==> src/rtl/identificador_compuertas.sv <==
// Two-input gate identifier: walks {a,b} through 00..11, samples the gate
// response after SETTLE cycles per vector and decodes the truth table.
module identificador_compuertas #(
  parameter int unsigned SETTLE = 2
) (
  input  logic       clk,
  input  logic       rst,
  input  logic       start,
  output logic       a_out,
  output logic       b_out,
  input  logic       y_in,
  output logic       busy,
  output logic       done,
  output logic [3:0] truth,
  output logic [2:0] gate_code,
  output logic       valid
);

  typedef enum logic [2:0] {
    IDLE,
    APPLY,
    SAMPLE,
    DECODE,
    DONE
  } state_t;

  localparam logic [7:0] LAST_WAIT = 8'(SETTLE - 1);

  state_t     state;
  logic [1:0] idx;
  logic [7:0] cnt;
  logic [3:0] samples;

  // Table bit i holds y for vector i = {a,b}.
  function automatic logic [2:0] lookup(input logic [3:0] t);
    logic [2:0] code;
    case (t)
      4'b0011: code = 3'd1;
      4'b1000: code = 3'd2;
      4'b0111: code = 3'd3;
      4'b1110: code = 3'd4;
      4'b0001: code = 3'd5;
      4'b0110: code = 3'd6;
      4'b1001: code = 3'd7;
      default: code = 3'd0;
    endcase
    return code;
  endfunction

  always_ff @(posedge clk or posedge rst) begin
    if (rst) begin
      state     <= IDLE;
      idx       <= 2'd0;
      cnt       <= 8'd0;
      samples   <= 4'd0;
      a_out     <= 1'b0;
      b_out     <= 1'b0;
      busy      <= 1'b0;
      done      <= 1'b0;
      truth     <= 4'd0;
      gate_code <= 3'd0;
      valid     <= 1'b0;
    end else begin
      case (state)
        IDLE: begin
          done <= 1'b0;
          if (start) begin
            state <= APPLY;
            idx   <= 2'd0;
            cnt   <= 8'd0;
            a_out <= 1'b0;
            b_out <= 1'b0;
            busy  <= 1'b1;
          end
        end
        APPLY: begin
          if (cnt == LAST_WAIT) begin
            state <= SAMPLE;
            cnt   <= 8'd0;
          end else begin
            cnt <= cnt + 8'd1;
          end
        end
        SAMPLE: begin
          samples[idx] <= y_in;
          if (idx == 2'd3) begin
            state <= DECODE;
          end else begin
            idx            <= idx + 2'd1;
            cnt            <= 8'd0;
            {a_out, b_out} <= idx + 2'd1;
            state          <= APPLY;
          end
        end
        DECODE: begin
          truth     <= samples;
          gate_code <= lookup(samples);
          valid     <= (lookup(samples) != 3'd0);
          a_out     <= 1'b0;
          b_out     <= 1'b0;
          busy      <= 1'b0;
          done      <= 1'b1;
          state     <= DONE;
        end
        DONE: begin
          done  <= 1'b0;
          state <= IDLE;
        end
        default: begin
          state <= IDLE;
          busy  <= 1'b0;
          done  <= 1'b0;
          a_out <= 1'b0;
          b_out <= 1'b0;
        end
      endcase
    end
  end

endmodule

==> config.mk <==
export PLATFORM = sky130hd
export DESIGN_NAME = identificador_compuertas
export DESIGN_NICKNAME = d
export VERILOG_FILES = /design/src/rtl/identificador_compuertas.sv
export SDC_FILE = /design/constraint.sdc
export NUM_CORES = 1
export LEC_CHECK = 0
export BUFFER_PORTS_ARGS = -buffer_cell sky130_fd_sc_hd__buf_4
export CORE_MARGIN = 4
export CORE_UTILIZATION = 57
export CTS_CLUSTER_DIAMETER = 30
export DETAILED_ROUTE_END_ITERATION = 12
export PLACE_DENSITY_LB_ADDON = 0.08
export SYNTH_ARGS = -nofsm -noshare
export SYNTH_HDL_FRONTEND = slang
export SYNTH_SLANG_ARGS = --single-unit
==> constraint.sdc <==
create_clock -name clk -period 2.89 [get_ports clk]
set_input_delay 0.4335 -clock clk [delete_from_list [all_inputs] [get_ports clk]]
set_output_delay 0.4335 -clock clk [all_outputs]
set_load 0.02 [all_outputs]
# After elaboration in Yosys (flattened, before gate mapping)
# Index checks and enable logic that the tools add are counted.
# Widths: inputs -> output; s select.
word_totals:
  register_bits: 29
  input_bits: 4
  out_inout_bits: 12
  word_cells: 70
classes:
  add_sub_neg: 2
  magnitude_cmp: 2
  n_eq_ne: 16
  mux: 24
  n_bitwise: 2
  n_reduce_logical: 13
op_table:
  columns: ["operator", "n"]
  rows:
  - ["$mux 8", 3]
  - ["$pmux 8 s3", 1]
  - ["$pmux 3 s7", 1]
  - ["$eq 4x4->1 const B", 3]
  - ["$pmux 3 s4", 1]
  - ["$mux 3", 3]
  - ["$reduce_and 3->1", 3]
  - ["$add 8x1->8 const B", 1]
  - ["$eq 4x3->1 const B", 2]
  - ["$eq 8x1->1 const B", 1]
  - ["$eq 3x2->1 const B", 2]
  - ["$mux 2", 3]
  - ["$ne 2x2->1 const B", 3]
  - ["$pmux 1 s3", 2]
  - ["$reduce_bool 3->1", 2]
  - ["$mux 1", 5]
  - ["$bwmux 4", 1]
  - ["$eq 4x1->1 const B", 1]
  - ["$eq 4x2->1 const B", 1]
  - ["$pmux 1 s2", 2]
  - ["$pmux 2 s2", 1]
  - ["$reduce_and 2->1", 2]
  - ["$reduce_or 2->1", 2]
  - ["$eq 3x1->1 const B", 1]
  - ["other kinds (11)", 12]

# Logic depth before layout (Yosys ltp)
logic_depth:
  depth_word: 5
  ltp_mapped: 6
  ltp_nobuf: 6

# Worst setup path before layout
# Ideal clock, no wire load.
synth_timing:
  path_kind: "reg-to-reg"
  startpoint: "register idx[0]"
  endpoint: "register cnt[6]"
  setup_time_ps: 78
  t_arrival_ps: 1963
  t_required_ps: 2812
  slack_ps: 850
  path_stages_with_launch: 6
  n_path_buf: 0
  synth_period_minus_slack_ps: 2040
  cell_sequence: "dfrtp_1 ha_1 or3b_4 a21o_4 or4_1 a21oi_1"
synth_via:
  elab_chain_len: 3
synth_rtl:
  columns: ["item", "line_no", "source"]
  rows:
  - ["start, declared", "30", "logic [1:0] idx;"]
  - ["start signal, assigned", "89", "idx <= idx + 2'd1;"]
  - ["$eq 2x2->1", "86", "if (idx == 2'd3) begin"]
  - ["$ne 2x2->1 (no source line)", null, null]
  - ["$reduce_and 3->1 (no source line)", null, null]
  - ["end signal, assigned", "81", "cnt <= cnt + 8'd1;"]
  - ["end, declared", "31", "logic [7:0] cnt;"]
# No other way between the ends.
# A chain may end at the register's enable or synchronous reset.

# Worst setup path in the final report
layout_timing:
  startpoint: "register idx[0]"
  endpoint: "register cnt[5]"
# The elaborated chain is that of the path after synthesis.

==> impl_metrics.json <==
{
  "status": "completed",
  "io_pins": 16,
  "die_y_um": 59.2,
  "max_cap_viol_count": 0,
  "start_kind": "flop",
  "synth_xor_area_share_pct": 1.17,
  "end_kind": "flop",
  "vias": 1151,
  "yosys.area.top_type_share_pct": 48.7,
  "synth_area_mm2": 0.00149,
  "synth_area_leaders": "dfrtp_1 (49%), mux2_2 (6.0%), ha_1 (5.0%)",
  "fp.dieW_um": 59.2,
  "dp_hpwl_um": 1940,
  "slowest_stage": "or4_1",
  "postRouteAntennaNets": 0,
  "cp_num_buf_inv": 0,
  "synth_top_family_by_area": "compound AO/OA/AOI/OAI gates",
  "area_growth_pct": 13.5,
  "relSlewSlack_pct": 58.1,
  "ir_worst_vdd_uv": 878,
  "startpoint": "idx[0]",
  "clock-sinks": 29,
  "ys_top_cells_by_count": "dfrtp_1 (29), nand2_1 (13), mux2_2 (8), o21ai_0 (8)",
  "clock_skew_ns": 0.00718,
  "holdBufCountCts": 0,
  "cp.arrival_ns": 2.46,
  "synth-async-reset-ratio_pct": 100,
  "drive_above_1_share_pct": 22.8,
  "place_congestion": 0.843,
  "synth_cells": 144,
  "cts_resized": 0,
  "netlist-cell-type-count": 37,
  "fmax_mhz": 453,
  "synth_seq_cells": 29,
  "cp_max_fo": 9,
  "power_density_mw_per_mm2": 1050,
  "postCtsSetupRepairBufs": 0,
  "finalCritPeriodShare_pct": 76.4,
  "tns_ns": 0,
  "diodes": 0,
  "clkLatencyLatePin_ns": 0.32,
  "routed_via_density": 5.99,
  "post-route-min-period_ns": 2.21,
  "grt_antenna_before_repair": 0,
  "start_util_pct": 60.2,
  "grt_usage_pct": 18.7,
  "synth_area_per_cell_um2": 10.4,
  "setup_violations": 0,
  "routedWlPerCell_um": 14.2,
  "tightestPinTransition_ns": 0.624,
  "synth-compound-area-share_pct": 18.0,
  "yosysTopAreaCell": "dfrtp_1",
  "yosys.area_share.simple_pct": 17.2,
  "grt_max_degree": 30,
  "cts_tree": "done",
  "crit_chain": "ha_1, or3b_4, a21o_4, or4_1, a21oi_1",
  "clockBufferDepth": 2,
  "htreeDepth": 2,
  "final_util_pct": 68.3,
  "cts_made_buffers": 5,
  "synth_edf_count": 0,
  "port_buffers": 15,
  "hold_viol": 0,
  "drt_wl_total_um": 2730,
  "slew_viol_final": 0,
  "rsz0062_at_grt": "false",
  "power.leakage_nw": 0.762,
  "critPathMaxStageDelay_ns": 0.50,
  "synthAdderAreaFrac_pct": 5.03,
  "root_buffer": "clkbuf_4",
  "num-nets-final": 171,
  "core_mm2": 0.00248,
  "grt_pass1_vias": 1075,
  "grt_overflow": 0,
  "clk_pin_slew_ns": 0.09,
  "post-synth-top-count-cell": "dfrtp_1",
  "grt_pass1_wl_um": 4860,
  "drtIter0Drc": 52,
  "drt_first_pass_iters": 4,
  "post-route-drc-count": 0,
  "rr_startpoint": "idx[0]",
  "synthFlopType": "dfrtp_1",
  "hold_class": "in -> async",
  "crit_required_ns": 3.14,
  "syn_nets": 154,
  "yosysWarnings": 0,
  "path_class": "reg -> reg",
  "ys_seq_area_share_pct": 48.7,
  "cp_top_family": "simple AND/OR/NAND/NOR gates",
  "dieArea_mm2": 0.00350,
  "num_rows": 18,
  "synth.mux.area_fraction_pct": 6.71
}
==> area by class of cell <==
class,count,area (µm²)
Timing Repair Buffer,16,120
Multi-Input combinational cell,103,717
Inverter,6,22.5
Tap cell,30,37.5
Fill cell,187,785
Clock inverter,1,5.00
Sequential cell,29,726
Clock buffer,7,65.1
==> metrics by stage <==
stage          hold slack (ns)  instance area, µm²  cells  setup WS, ns  power, W
3_5_place_dp             0.481                1620    184         0.704   0.00152
5_1_grt                  0.186                1690    192         0.574   0.00194
2_1_floorplan            0.506                1490    144         0.850   0.00128
3_3_place_gp             0.466                1620    184         0.786   0.00149
4_1_cts                  0.178                1690    192         0.681   0.00180
6_report                 0.173                1690    192         0.683   0.00178
==> path summary, 6_finish.rpt <==
| kind | to | slack, ns | cells after the start |
|---|---|---|---|
| worst max-delay path | cnt[5] | 0.68 | 5 |
| worst min-delay path | cnt[3] | 0.17 | 3 |
| worst max register to register | cnt[5] | 0.68 | 5 |
| worst min register to register | gate_code[1] | 0.49 | 2 |
| max in group asynchronous | truth[3] | 2.45 | 3 |
| min in group clk | samples[3] | 0.37 | 2 |
==> state kept, by name, indices dropped and copies added, names as in the netlist <==
signal / count
done: 1
valid: 1
samples: 4
gate_code: 3
busy: 1
truth: 4
a_out: 1
state: 3
b_out: 1
idx: 2
cnt: 8
==> power by group <==
part | leakage (nW) | internal [W] | total [W] | switching, W
logic | 0.350 | 0.000366 | 0.000760 | 0.000394
clock network | 0.0413 | 0.000141 | 0.000276 | 0.000135
registers | 0.371 | 0.000551 | 0.000747 | 0.000196
==> tightest hold or removal path, delay by kind of cell <==
family | cells | cell delay (ns)
buffers and inverters | 3 | 0.47
==> cell families (layout without fill, tap and decap cells) <==
| kind of cell | Yosys count | after routing |
|---|---|---|
| adder cells (fa/ha/maj) | 6 | 6 |
| buffers and inverters | 12 | 30 |
| multiplexers | 9 | 9 |
| flip-flops | 29 | 29 |
| AO/OA/AOI/OAI | 38 | 38 |
| XOR/XNOR | 2 | 2 |
| AND/OR/NAND/NOR | 48 | 48 |
==> per-layer routing <==
metal	share of wire (%)	global-route usage (%)	wire length [µm]
met5	0	0	0
met4	2.2	10.0	61
met1	46	24.3	1250
met2	47	28.2	1290
met3	4.7	5.45	128
==> cells in the final DEF, fill, tap and decap left out, types with 5 or more instances in the layout <==
| cell | n |
|---|---|
| mux2_2 | 8 |
| clkbuf_4 | 5 |
| nand2_1 | 13 |
| dfrtp_1 | 29 |
| inv_1 | 6 |
| o31ai_1 | 5 |
| buf_4 | 16 |
| nor2_1 | 6 |
| o21ai_0 | 8 |
| a21oi_1 | 6 |
| ha_1 | 6 |
| nor2b_1 | 7 |
| nand3_1 | 7 |
(Power assumes the default switching activity.)
